## src/rtl/seq_detector_prog_pkg.sv

```systemverilog
// seq_det_pkg: shared defaults and mode constants for the programmable sequence detector.
package seq_det_pkg;
    localparam int MAX_LEN_DEF = 8;
    localparam int LEN_W = $clog2(MAX_LEN_DEF + 1);
    localparam int CNT_W_DEF = 8;
    localparam logic OVLP = 1'b1;
    localparam logic NOOVLP = 1'b0;
    localparam logic [MAX_LEN_DEF-1:0] RST_PATTERN_DEF = 8'b10110;
    localparam int RST_LEN_DEF = 5;
endpackage

```

## src/rtl/seq_detector_prog_if.sv

```systemverilog
// seq_detector_prog_if: serial data, configuration and status bundle of the detector.
interface seq_detector_prog_if #(
    parameter int MAX_LEN = 8,
    parameter int CNT_W = 8,
    parameter int LW = $clog2(MAX_LEN + 1)
);
    logic x, x_valid, cfg_load, cfg_ovlp, cnt_clr;
    logic [MAX_LEN-1:0] cfg_pat;
    logic [LW-1:0] cfg_len;
    logic z, z_q, cfg_err;
    logic [CNT_W-1:0] match_cnt;
    modport master (
        output x, x_valid, cfg_load, cfg_pat, cfg_len, cfg_ovlp, cnt_clr,
        input z, z_q, match_cnt, cfg_err
    );
    modport slave (
        input x, x_valid, cfg_load, cfg_pat, cfg_len, cfg_ovlp, cnt_clr,
        output z, z_q, match_cnt, cfg_err
    );
endinterface

```

## src/rtl/seq_detector_prog_sat_counter.sv

```systemverilog
// sat_counter: up-counter that holds at its maximum; clear wins over increment.
module sat_counter #(
    parameter int W = 8
) (
    input  logic         clk,
    input  logic         rst_n,
    input  logic         i_inc,
    input  logic         i_clr,
    output logic [W-1:0] o_count
);
    logic [W-1:0] r_count;
    always_ff @(posedge clk or negedge rst_n) begin
        if (!rst_n) r_count <= '0;
        else r_count <= i_clr ? '0 : (i_inc && r_count != '1) ? r_count + W'(1) : r_count;
    end
    assign o_count = r_count;
endmodule

```

## src/rtl/seq_detector_prog.sv

```systemverilog
// seq_detector_prog: runtime-programmable serial pattern detector with Mealy match,
// registered match and saturating match counter.
module seq_detector_prog
    import seq_det_pkg::*;
#(
    parameter int MAX_LEN = MAX_LEN_DEF,
    parameter int CNT_W = CNT_W_DEF,
    parameter logic [MAX_LEN-1:0] RST_PATTERN = MAX_LEN'(RST_PATTERN_DEF),
    parameter int RST_LEN = RST_LEN_DEF,
    parameter logic RST_OVLP = OVLP
) (
    input logic clk,
    input logic rst_n,
    seq_detector_prog_if.slave bus
);
    localparam int LW = $clog2(MAX_LEN + 1);
    logic [MAX_LEN-1:0] r_pat, r_hist, w_cand, w_mask;
    logic [LW-1:0] r_len, r_fill;
    logic r_ovlp, r_err, r_zq, w_fill_ok, w_match;
    always_comb begin
        w_cand = {r_hist[MAX_LEN-2:0], bus.x};
        w_mask = (MAX_LEN'(1) << r_len) - MAX_LEN'(1);
        w_fill_ok = ((LW+1)'(r_fill) + (LW+1)'(1)) >= (LW+1)'(r_len);
        w_match = rst_n && bus.x_valid && !bus.cfg_load && !r_err && w_fill_ok
                  && ((w_cand ^ r_pat) & w_mask) == '0;
    end
    always_ff @(posedge clk or negedge rst_n) begin
        if (!rst_n) begin
            r_pat  <= RST_PATTERN;
            r_len  <= LW'(RST_LEN);
            r_ovlp <= RST_OVLP;
            r_err  <= 1'b0;
            r_hist <= '0;
            r_fill <= '0;
            r_zq   <= 1'b0;
        end else begin
            r_zq <= w_match;
            if (bus.cfg_load) begin
                r_pat  <= bus.cfg_pat;
                r_len  <= bus.cfg_len;
                r_ovlp <= bus.cfg_ovlp;
                r_err  <= bus.cfg_len == '0 || bus.cfg_len > LW'(MAX_LEN);
                r_hist <= '0;
                r_fill <= '0;
            end else if (bus.x_valid) begin
                r_hist <= w_cand;
                // non-overlapping mode restarts the fill count so the next match needs len fresh bits
                r_fill <= (w_match && !r_ovlp) ? '0 : (r_fill == LW'(MAX_LEN)) ? r_fill : r_fill + LW'(1);
            end
        end
    end
    sat_counter #(.W(CNT_W)) u_cnt (
        .clk(clk),
        .rst_n(rst_n),
        .i_inc(w_match),
        .i_clr(bus.cnt_clr),
        .o_count(bus.match_cnt)
    );
    assign bus.z = w_match;
    assign bus.z_q = r_zq;
    assign bus.cfg_err = r_err;
endmodule

```

## src/flat_wrapper.sv

```systemverilog
// flat-port wrapper written by rule: the top's interface ports become plain ports
module seq_detector_prog_flat import seq_det_pkg::*;
#(
    parameter int MAX_LEN = MAX_LEN_DEF,
    parameter int CNT_W = CNT_W_DEF,
    parameter logic [MAX_LEN-1:0] RST_PATTERN = MAX_LEN'(RST_PATTERN_DEF),
    parameter int RST_LEN = RST_LEN_DEF,
    parameter logic RST_OVLP = OVLP
)
  (clk, rst_n, bus_x, bus_x_valid, bus_cfg_load, bus_cfg_pat, bus_cfg_len, bus_cfg_ovlp, bus_cnt_clr, bus_z, bus_z_q, bus_match_cnt, bus_cfg_err);
  seq_detector_prog_if #(.MAX_LEN(MAX_LEN), .CNT_W(CNT_W)) bus_i ();
  input logic clk;
  input logic rst_n;
  input wire logic [$bits(bus_i.x)-1:0] bus_x;
  input wire logic [$bits(bus_i.x_valid)-1:0] bus_x_valid;
  input wire logic [$bits(bus_i.cfg_load)-1:0] bus_cfg_load;
  input wire logic [$bits(bus_i.cfg_pat)-1:0] bus_cfg_pat;
  input wire logic [$bits(bus_i.cfg_len)-1:0] bus_cfg_len;
  input wire logic [$bits(bus_i.cfg_ovlp)-1:0] bus_cfg_ovlp;
  input wire logic [$bits(bus_i.cnt_clr)-1:0] bus_cnt_clr;
  output wire logic [$bits(bus_i.z)-1:0] bus_z;
  output wire logic [$bits(bus_i.z_q)-1:0] bus_z_q;
  output wire logic [$bits(bus_i.match_cnt)-1:0] bus_match_cnt;
  output wire logic [$bits(bus_i.cfg_err)-1:0] bus_cfg_err;
  assign bus_i.x = bus_x;
  assign bus_i.x_valid = bus_x_valid;
  assign bus_i.cfg_load = bus_cfg_load;
  assign bus_i.cfg_pat = bus_cfg_pat;
  assign bus_i.cfg_len = bus_cfg_len;
  assign bus_i.cfg_ovlp = bus_cfg_ovlp;
  assign bus_i.cnt_clr = bus_cnt_clr;
  assign bus_z = bus_i.z;
  assign bus_z_q = bus_i.z_q;
  assign bus_match_cnt = bus_i.match_cnt;
  assign bus_cfg_err = bus_i.cfg_err;
  seq_detector_prog #(.MAX_LEN(MAX_LEN), .CNT_W(CNT_W), .RST_PATTERN(RST_PATTERN), .RST_LEN(RST_LEN), .RST_OVLP(RST_OVLP)) u_core (.clk(clk), .rst_n(rst_n), .bus(bus_i));
endmodule
```

## config.mk

```make
export PLATFORM = sky130hd
export DESIGN_NAME = seq_detector_prog_flat
export DESIGN_NICKNAME = d
export VERILOG_FILES = /design/src/rtl/seq_detector_prog_pkg.sv /design/src/rtl/seq_detector_prog_if.sv /design/src/rtl/seq_detector_prog_sat_counter.sv /design/src/rtl/seq_detector_prog.sv /design/src/flat_wrapper.sv
export SDC_FILE = /design/constraint.sdc
export NUM_CORES = 1
export LEC_CHECK = 0
export CAP_MARGIN = 20
export CORE_UTILIZATION = 50
export CTS_CLUSTER_SIZE = 28
export DETAILED_ROUTE_END_ITERATION = 8
export PLACE_DENSITY = 0.75
export SETUP_SLACK_MARGIN = 0.05
export SYNTH_ARGS = -nofsm -noshare
export SYNTH_HDL_FRONTEND = slang
export SYNTH_SLANG_ARGS = --single-unit
```

## constraint.sdc

```tcl
create_clock -name clk -period 4.6 [get_ports clk]
set_clock_uncertainty 0.2 [all_clocks]
set_input_delay 0.92 -clock clk [delete_from_list [all_inputs] [get_ports clk]]
set_output_delay 0.92 -clock clk [all_outputs]
set_load 0.01 [all_outputs]
```

==> results of run 1 <==
[synth_stat cells]
library cell and count:
a211oi_1 2, a21o_1 1, a21oi_1 8, a221o_1 1, a22o_1 2, a31oi_1 2, a32oi_1 1, and2_1 1
buf_1 3, buf_2 1, buf_4 1, buf_6 1, clkbuf_1 3, dfrtp_1 28, dfstp_2 6, ha_1 8
inv_1 7, mux2_2 11, mux2i_1 9, nand2_1 9, nand2b_1 5, nand3_1 5, nand3b_1 1, nand4_1 2
nor2_1 15, nor2b_1 1, nor3_1 2, nor3b_1 3, nor4_1 2, nor4b_1 2, nor4bb_1 2, o2111ai_1 3
o21a_1 2, o21ai_0 6, o21bai_1 2, o22ai_1 1, o31ai_1 3, o41ai_1 1, or3_1 2, or4_1 2
or4_4 2, xnor2_1 6, xor2_1 6
[sequential cells by signal, summed over array words and instances, names as in the netlist]
register,count
u_core.r_pat,8
u_core.u_cnt.o_count,8
u_core.r_hist,7
u_core.r_fill,4
u_core.r_len,4
u_core.bus.cfg_err,1
u_core.bus.z_q,1
u_core.r_ovlp,1
[repair_timing]
| item | CTS | global route |
|---|---|---|
| gates resized for setup | 2 | 1 |
| setup endpoints to repair | 1 | 1 |
| gates cloned | 0 | 0 |
| pin swaps | 0 | 1 |
[layout by cell type (no fill, tap or decap), types with 2 or more instances in the layout]
master	n
clkdlybuf4s50_1	29
dfrtp_1	27
nor2_1	15
mux2_2	11
nand2_1	9
mux2i_1	9
a21oi_1	8
ha_1	7
inv_1	6
xnor2_1	6
o21ai_0	6
xor2_1	6
clkbuf_8	6
dfstp_2	6
nand3_1	5
nand2b_1	5
o2111ai_1	3
o31ai_1	3
nor3b_1	3
buf_4	3
or4_4	2
a211oi_1	2
a31oi_1	2
o21a_1	2
nor4b_1	2
nor3_1	2
o21bai_1	2
nand4_1	2
or3_1	2
nor4_1	2
nor4bb_1	2
a22o_1	2
or4_1	2
[metal layers]
| layer | vias up | wire (µm) | share of wire |
|---|---|---|---|
| li1 | 718 | - | - |
| met5 | - | 0 | 0 |
| met1 | 699 | 1700 | 0.44 |
| met4 | 0 | 127 | 0.033 |
| met3 | 13 | 147 | 0.038 |
| met2 | 46 | 1870 | 0.49 |
[power groups by stage]
stage	Combinational (mW)	Clock [mW]	Sequential, mW
after floorplan	0.0628	0	0.333
after global placement	0.0939	0	0.339
after detailed placement	0.0969	0	0.340
after CTS	0.0977	0.241	0.335
after global routing	0.107	0.251	0.337
final	0.0968	0.233	0.335
[worst paths after layout]
kind / startpoint / endpoint / slack, ns
setup / recovery: u_core.r_len[3] / bus_z / 0.19
hold / removal: u_core.r_pat[3] / u_core.r_pat[3] / 0.33
setup reg to reg: u_core.r_len[3] / u_core.u_cnt.o_count[5] / 1.28
hold reg to reg: u_core.r_pat[3] / u_core.r_pat[3] / 0.33
max in group asynchronous: rst_n / u_core.r_pat[1] / 2.95
min in group asynchronous: rst_n / u_core.r_fill[1] / 0.91
[worst register-to-register path: stages, from the launching register on]
cell and delay (ns):
dfrtp_2 0.47, or4_4 0.54, ha_2 0.24, and2_1 0.17
o2111ai_1 0.19, nand3b_1 0.11, or4_4 0.61, or4_1 0.53
a21oi_1 0.17
[cells by family (layout without fill, tap and decap cells)]
logic type | count (synthesis) | after routing | synth area share
adder cells (fa/ha/maj) | 8 | 8 | 0.0528
buffers and inverters | 16 | 47 | 0.0383
XOR/XNOR | 12 | 12 | 0.0554
AO/OA/AOI/OAI | 35 | 35 | 0.124
flip-flops | 34 | 34 | 0.453
AND/OR/NAND/NOR | 56 | 56 | 0.164
multiplexers | 20 | 20 | 0.113
[layout make-up]
class,instances,area (µm²)
Clock inverter,2,12.5
Sequential cell,34,860
Timing Repair Buffer,32,313
Multi-Input combinational cell,131,968
Fill cell,289,1340
Clock buffer,6,82.6
Inverter,7,26.3
Tap cell,48,60.1
==> reports/qor.yml, run 1 <==
cp.depth: 8
p_leak_nw: 0.949
grt_most_used_layer: "met2"
fp.dieH_um: 63.6
cpPeakStageDelay_ns: 0.61
vias: 1476
path_common_cell: "or4_4"
slowest_stage: "or4_4"
clk_pin_slew_ns: 0.07
synth_top_area_frac: 0.369
synthesis.area_mm2: 0.00190
critical_path_buf_inv_count: 2
setup_tns_ns: 0
net-switching-power_mw: 0.174
slew_violations: 0
post_layout_nonfiller_instances: 260
vdd_drop_max_v: 0.000191
reg2reg_depth: 8
nets: 238
clk_latency_ns: 0.29
drt-vias-per-instance: 5.68
p_clk_frac: 0.350
yosysTopAreaCell: "dfrtp_1"
ant_nets: 0
place_ws_ns: 0.339
max_slew_margin: 0.691
cts_buffer_depth: 2
areaGrowthSynthToFinish_pct: 22.4
clock-sinks: 34
combPwrFrac: 0.146
powerDensity_mw_per_mm2: 286
antenna_found_initial: 0
drc: 0
crit_chain: "or4_4 > ha_2 > and2_1 > o2111ai_1 > nand3b_1 > or4_4 > inv_2 > clkdlybuf4s50_1"
synth-seq-cells: 34
max_cap_violations: 0
cts_setup_buffers: 0
wl_per_cell_um: 14.8
total_power_mw: 0.665
arrival_ns: 3.29
root_buffer: "clkbuf_8"
hold_viol_final: 0
cts_made_buffers: 5
finish.utilization: 0.634
design.core.area_mm2: 0.00366
p_int_mw: 0.491
ys_seq_area_frac: 0.453
cts_tree: "done"
drive_above_1_share: 0.156
fmax_mhz: 227
syn_inst: 181
rsz0062_at_grt: "false"
crit_type: "flip-flop to output port"
finalCritPeriodShare: 0.958
path_delay_family: "simple AND/OR/NAND/NOR gates"
final_cell_area_mm2: 0.00232
drtIter0Drc: 128
wl_mm: 3.84
end_kind: "output port"
hpwlAfterDp_mm: 2.81
min_path_cells: 1
die_width_um: 63.6
grt_usage: 0.213
die_area_mm2: 0.00404
cp.required_ns: 3.48
synth_nets: 208
grt.overflow.total: 0
synth.area.top_cells: "dfrtp_1, dfstp_2, mux2_2"
cp_max_fo: 13
antenna_cells: 0
io_pins: 30
use_met2: 0.352
globalplace.congestion: 0.843
dp.cells: 252
setup_viol: 0
use_met1: 0.239
ys.warnings.count: 0
run_status: "completed"
grt_pass1_wl_mm: 6.40
hold_buffers: 0
io_buffers: 29
period_needed_ns: 4.41
grt_start_max_net_pins: 35
htreeDepth: 2
grt_pass1_vias: 1481
grt_use_met3: 0.0507
worst_slack_ns: 0.195
syn_avg_cell_area_um2: 10.5
cp-start-kind: "flip-flop"
firstDrtPassIters: 4
worstMarginPinSlew_ns: 0.458
p_sw_frac: 0.262
synth_cell_types: 43
hold_slack_ns: 0.332
num_rows: 22
placed_area_mm2: 0.00222
hold_path.class: "flip-flop to flip-flop"
start_util: 0.518
seqPwrFrac: 0.504
Power figures use the tool's default switching activity.
==> run 2: changes to the inputs <==
Settings changed: TNS_END_PERCENT set to 30.
==> results of run 2 <==
No change in the layout: final DEF, timing and power equal those of run 1.
==> run 3: changes to the inputs <==
Settings changed: CORE_MARGIN set to 2.
==> reports/qor.yml, run 3 (synthesis gave the netlist of run 1 again) <==
run_status: "completed"
end_kind: "output port"
die_area_mm2: 0.00430  # +6.4%
grt_usage: 0.207  # -0.00655
start_util: 0.518  # unchanged
p_int_mw: 0.531  # +8.3%
cts_buffer_depth: 2  # unchanged
min_path_cells: 1  # unchanged
cts_setup_buffers: 0  # unchanged
setup_viol: 0  # unchanged
antenna_found_initial: 0  # unchanged
rsz0062_at_grt: "false"
cts_tree: "done"
root_buffer: "clkbuf_8"
p_clk_frac: 0.393  # +0.043
hold-path-endpoint: "u_core.u_cnt.o_count[6]"
multi_input_area_um2: 968  # unchanged
wl_per_cell_um: 15.5  # +5.3%
crit_type: "flip-flop to output port"
hold_viol_final: 0  # unchanged
fmax_mhz: 226  # -0.54%
cts_made_buffers: 5  # unchanged
p_sw_frac: 0.253  # -0.00877
drc: 0  # unchanged
finalCritPeriodShare: 0.963  # +0.00518
period_needed_ns: 4.43  # +0.0239 ns
wl_mm: 4.04  # +5.3%
vdd_drop_max_v: 0.000212  # +11%
reg2reg_from: "u_core.r_len[3]"
regArea_um2: 860  # unchanged
hold_buffers: 0  # unchanged
globalplace.congestion: 0.806  # -4.4%
drt-vias-per-instance: 5.66  # -0.27%
clk_pin_slew_ns: 0.07  # about the same
cp_max_fo: 13  # unchanged
cp-start-kind: "flip-flop"
io_pins: 30  # unchanged
die_width_um: 65.6  # +3.1%
io_buffers: 29  # unchanged
hold_slack_ns: 0.338  # +0.00592 ns
vias: 1472  # -0.27%
grt_pass1_wl_mm: 6.59  # +2.9%
grt.overflow.total: 0  # unchanged
worstMarginPinSlew_ns: 0.474  # +0.0161 ns
cp.required_ns: 3.48  # about the same
nets: 238  # unchanged
final_common_cell: "clkdlybuf4s50_1"
slew_violations: 0  # unchanged
drtIter0Drc: 107  # -16%
firstDrtPassIters: 4  # unchanged
p_leak_nw: 0.952  # +0.34%
net-switching-power_mw: 0.180  # +3.4%
areaGrowthSynthToFinish_pct: 23.4
powerDensity_mw_per_mm2: 304  # +6.1%
grt_pass1_vias: 1422  # -4.0%
final_cell_mix: "clkdlybuf4s50_1, dfrtp_1, nor2_1"
num_rows: 22  # unchanged
min-delay-start: "u_core.u_cnt.o_count[6]"
ant_nets: 0  # unchanged
htreeDepth: 2  # unchanged
reg2reg_to: "u_core.u_cnt.o_count[7]"
fp.dieH_um: 65.6  # +3.1%
r2r_slack_ns: 1.27  # about the same
clk_latency_ns: 0.29  # about the same
grt_start_max_net_pins: 35  # unchanged
seqPwrFrac: 0.470  # -0.034
max_cap_violations: 0  # unchanged
hpwlAfterDp_mm: 2.91  # +3.8%
nFillCells: 307  # +6.2%
clock-sinks: 34  # unchanged
drive_above_1_share: 0.156  # unchanged
design.core.area_mm2: 0.00366  # unchanged
arrival_ns: 3.31  # +0.02 ns
max_slew_margin: 0.680  # -0.0109
hold_path.class: "flip-flop to flip-flop"
combPwrFrac: 0.136  # -0.010
setup_tns_ns: 0  # unchanged
antenna_cells: 0  # unchanged
reg2reg_depth: 8  # unchanged
run 3: cell type report:
class / count / area share
Clock buffer: 5 / 0.0294
Tap cell: 48 / 0.0257
Clock inverter: 3 / 0.0192
Sequential cell: 34 / 0.367
Multi-Input combinational cell: 131 / 0.414
Inverter: 7 / 0.0112
Timing Repair Buffer: 32 / 0.134
run 3: how the worst max path moves through the flow:
stage                         start  endpoint  slack [ns]  depth (start not counted)
floorplan           u_core.r_len[3]     bus_z        1.03                          7
global placement    u_core.r_len[3]     bus_z        0.42                          7
detailed placement  u_core.r_len[3]     bus_z        0.32                          7
CTS                 u_core.r_len[3]     bus_z        0.06                          7
global route        u_core.r_len[3]     bus_z        0.06                          8
finish              u_core.r_len[3]     bus_z        0.17                          8
run 3: layer usage:
metal  routed length (µm)  share of wire  vias up  GRT usage
li1                     -              -      720          -
met1                 1840           0.45      709      0.249
met2                 1980           0.49       35      0.352
met3                  148          0.037        8     0.0479
met4                   74          0.018        0     0.0911
met5                    0              0        -          0
run 3: repair_timing:
item                                   4_1_cts  5_1_grt
pin swaps                                    0        1
setup endpoints to repair                    1        1
endpoints found under the hold margin        0        0
gates resized for setup                      2        1
run 3: metrics by stage:
step / cells / setup WS [ns] / area [µm²] / util / power (mW)
final: 260 / 0.171 / 2340 / 0.639 / 0.712
after detailed placement: 252 / 0.315 / 2220 / 0.607 / 0.437
after global routing: 260 / 0.0606 / 2340 / 0.639 / 0.742
after floorplan: 181 / 1.03 / 1900 / - / 0.396
after global placement: 252 / 0.418 / 2220 / 0.607 / 0.433
after CTS: 260 / 0.0592 / 2340 / 0.639 / 0.720
run 3: worst max-delay path, cell delays in order, from the launching register on:
cell and delay, ns:
dfrtp_2 0.46, or4_4 0.54, ha_2 0.24, and2_1 0.16, o2111ai_1 0.22, nand3b_1 0.11
or4_4 0.61, inv_2 0.13, clkdlybuf4s50_1 0.54
run 3: power groups by stage:
stage          clock network [mW]  logic [mW]  registers (mW)
2_1_floorplan                   0      0.0628           0.333
3_3_place_gp                    0      0.0939           0.339
3_5_place_dp                    0      0.0972           0.340
4_1_cts                     0.288      0.0977           0.334
5_1_grt                     0.298       0.107           0.337
6_report                    0.280      0.0971           0.335
==> RTL change, RTL diff (flow settings as in run 1) <==
Make the reset (`rst_n`) synchronous in 2 clocked blocks.
--- a/src/rtl/seq_detector_prog_sat_counter.sv
+++ b/src/rtl/seq_detector_prog_sat_counter.sv
@@ -10,5 +10,5 @@
 );
     logic [W-1:0] r_count;
-    always_ff @(posedge clk or negedge rst_n) begin
+    always_ff @(posedge clk) begin
         if (!rst_n) r_count <= '0;
         else r_count <= i_clr ? '0 : (i_inc && r_count != '1) ? r_count + W'(1) : r_count;
--- a/src/rtl/seq_detector_prog.sv
+++ b/src/rtl/seq_detector_prog.sv
@@ -25,5 +25,5 @@
                   && ((w_cand ^ r_pat) & w_mask) == '0;
     end
-    always_ff @(posedge clk or negedge rst_n) begin
+    always_ff @(posedge clk) begin
         if (!rst_n) begin
             r_pat  <= RST_PATTERN;
Behaviour: differs if rst_n is asserted again (counterexample within 4 cycles, from zero or initial values and one cycle with rst_n low); with rst_n held inactive, the same outputs for 10 cycles.
==> RTL change against run 1 <==
  * Design area decreased by 2.3%
  * Setup slack improved by 0.13 ns
  * Highest routed layer unchanged
  * Clock power rose by 9.9%
  * Sequential power decreased by 6.6%
  * Routed wire length is 1.9% higher
  * Register-to-register slack gained 0.05 ns
  * Fmax rose by 3.1%
  * Synthesized area decreased by 3.0%
  * Sequential share of layout area fell by 7.0 points
  * Final cell count is 6.5% higher
  * Die area shrank 2.9%
  * Sequential cell count stayed put
  * Power shrank 1.5%
==> RTL change: results (changes against run 1) <==
Routing
  – Drt via density: 5.68 (about the same)
  – WL/cell: 14.1 µm (-4.4%)
  – DR iter-0 viols: 160 (+25%)
  – WL final: 3910 µm (+1.9%)

Yosys
  – Mapped Cells: 201 (+11%)
  – Async set-reset flop share out of synthesis: 0% (-100 points)
  – Synth cell count leaders: dfxtp_1 (34), mux2i_1 (20), nand2_1 (15)
  – Mux contribution to synthesized area: 10.9% (-0.40 points)
  – Adder-cell area share of the yosys netlist: 5.44% (+0.16 points)
  – Synth Area in Compound Gates: 12.5% (+0.11 points)
  – Syn_nets: 228 (+9.6%)
  – Synth cell types: 41 (-4.7%)
  – Main synth FF type: dfxtp_1
  – XOR/XNOR Fraction of Synth Area: 6.66% (+1.1 points)
  – Seq/Total Area, Yosys: 37.0% (-8.3 points)
  – Largest cells by area after synthesis: dfxtp_1 (37%), mux2i_1 (11%), ha_1 (5.4%)

Cells and area
  – Fill cell count: 300 (+3.8%)
  – Share of cells above drive strength 1: 7.79% (-7.8 points)
  – Layout Nets: 257 (+8.0%)

STA
  – Relative slew margins: 66.8% (-2.2 points)

Placement
  – Dpl ws: 0.327 ns (-0.0119 ns)
  – Placed cells: 269 (+6.7%)
  – Detailed Place HPWL: 2890 µm (+2.8%)
  – Placer Congestion: 0.799 (-5.2%)

Worst setup path
  – Critical Path AT: 3.15 ns (-0.14 ns)
  – Worst-path fanout max: 12 (-1)

Global routing
  – Largest net degree at the start of global routing: 17 (-51%)
  – Vias in the first global route: 1469 (-0.81%)

Power
  – Cell leakage power: 0.897 nW (-5.5%)

Clock tree
  – Post-cts resize count: 0 (-2)

Status
  – Status: finished clean
==> RTL change: routing by layer <==
layer	vias to the layer above	global-route usage (%)	wire length [µm]
met5	-	0	0
met4	0	8.14	56
met3	7	6.02	206
met2	49	35.7	1850
met1	736	27.1	1800
li1	780	-	-
==> RTL change: cell type report <==
class | instances | area [µm²] | share of cell area (%)
Clock buffer | 8 | 110 | 4.85
Sequential cell | 34 | 681 | 30.0
Inverter | 5 | 18.8 | 0.827
Timing Repair Buffer | 33 | 320 | 14.1
Tap cell | 46 | 57.6 | 2.54
Multi-Input combinational cell | 151 | 1080 | 47.7
==> RTL change: kinds of logic (layout without fill, tap and decap cells) <==
group,after synthesis,count (layout)
XOR/XNOR,14,14
adder cells (fa/ha/maj),8,8
AND/OR/NAND/NOR,75,75
AO/OA/AOI/OAI,34,34
buffers and inverters,16,46
multiplexers,20,20
flip-flops,34,34
==> RTL change: power by group through the flow <==
| stage | sequential [mW] | combinational (mW) | clock, mW |
|---|---|---|---|
| after floorplan | 0.315 | 0.0613 | 0 |
| after global placement | 0.319 | 0.0831 | 0 |
| after detailed placement | 0.319 | 0.0858 | 0 |
| after CTS | 0.313 | 0.0865 | 0.261 |
| after global routing | 0.314 | 0.0955 | 0.273 |
| final | 0.313 | 0.0867 | 0.256 |
==> RTL change: path summary, 6_finish.rpt <==
| kind | from | endpoint | slack (ns) | cells past startpoint |
|---|---|---|---|---|
| worst max-delay path | rst_n | bus_z | 0.33 | 7 |
| worst min-delay path | u_core.r_ovlp | u_core.r_ovlp | 0.30 | 2 |
| worst max register to register | u_core.r_len[0] | u_core.u_cnt.o_count[5] | 1.33 | 8 |
| worst min register to register | u_core.r_ovlp | u_core.r_ovlp | 0.30 | 2 |
==> RTL change: stage by stage <==
stage                     instance area, µm²  hold WS (ns)
after global routing                    2270         0.324
after detailed placement                2160         0.272
final                                   2270         0.297
after global placement                  2160         0.257
after CTS                               2270         0.290
after floorplan                         1840         0.243
==> RTL change: worst max-delay path, stage by stage <==
cell	delay, ns
clkdlybuf4s50_1	0.52
nand2b_4	0.13
or3b_4	0.41
nor4b_4	0.31
o211ai_2	0.15
nor2_1	0.16
clkdlybuf4s50_1	0.56
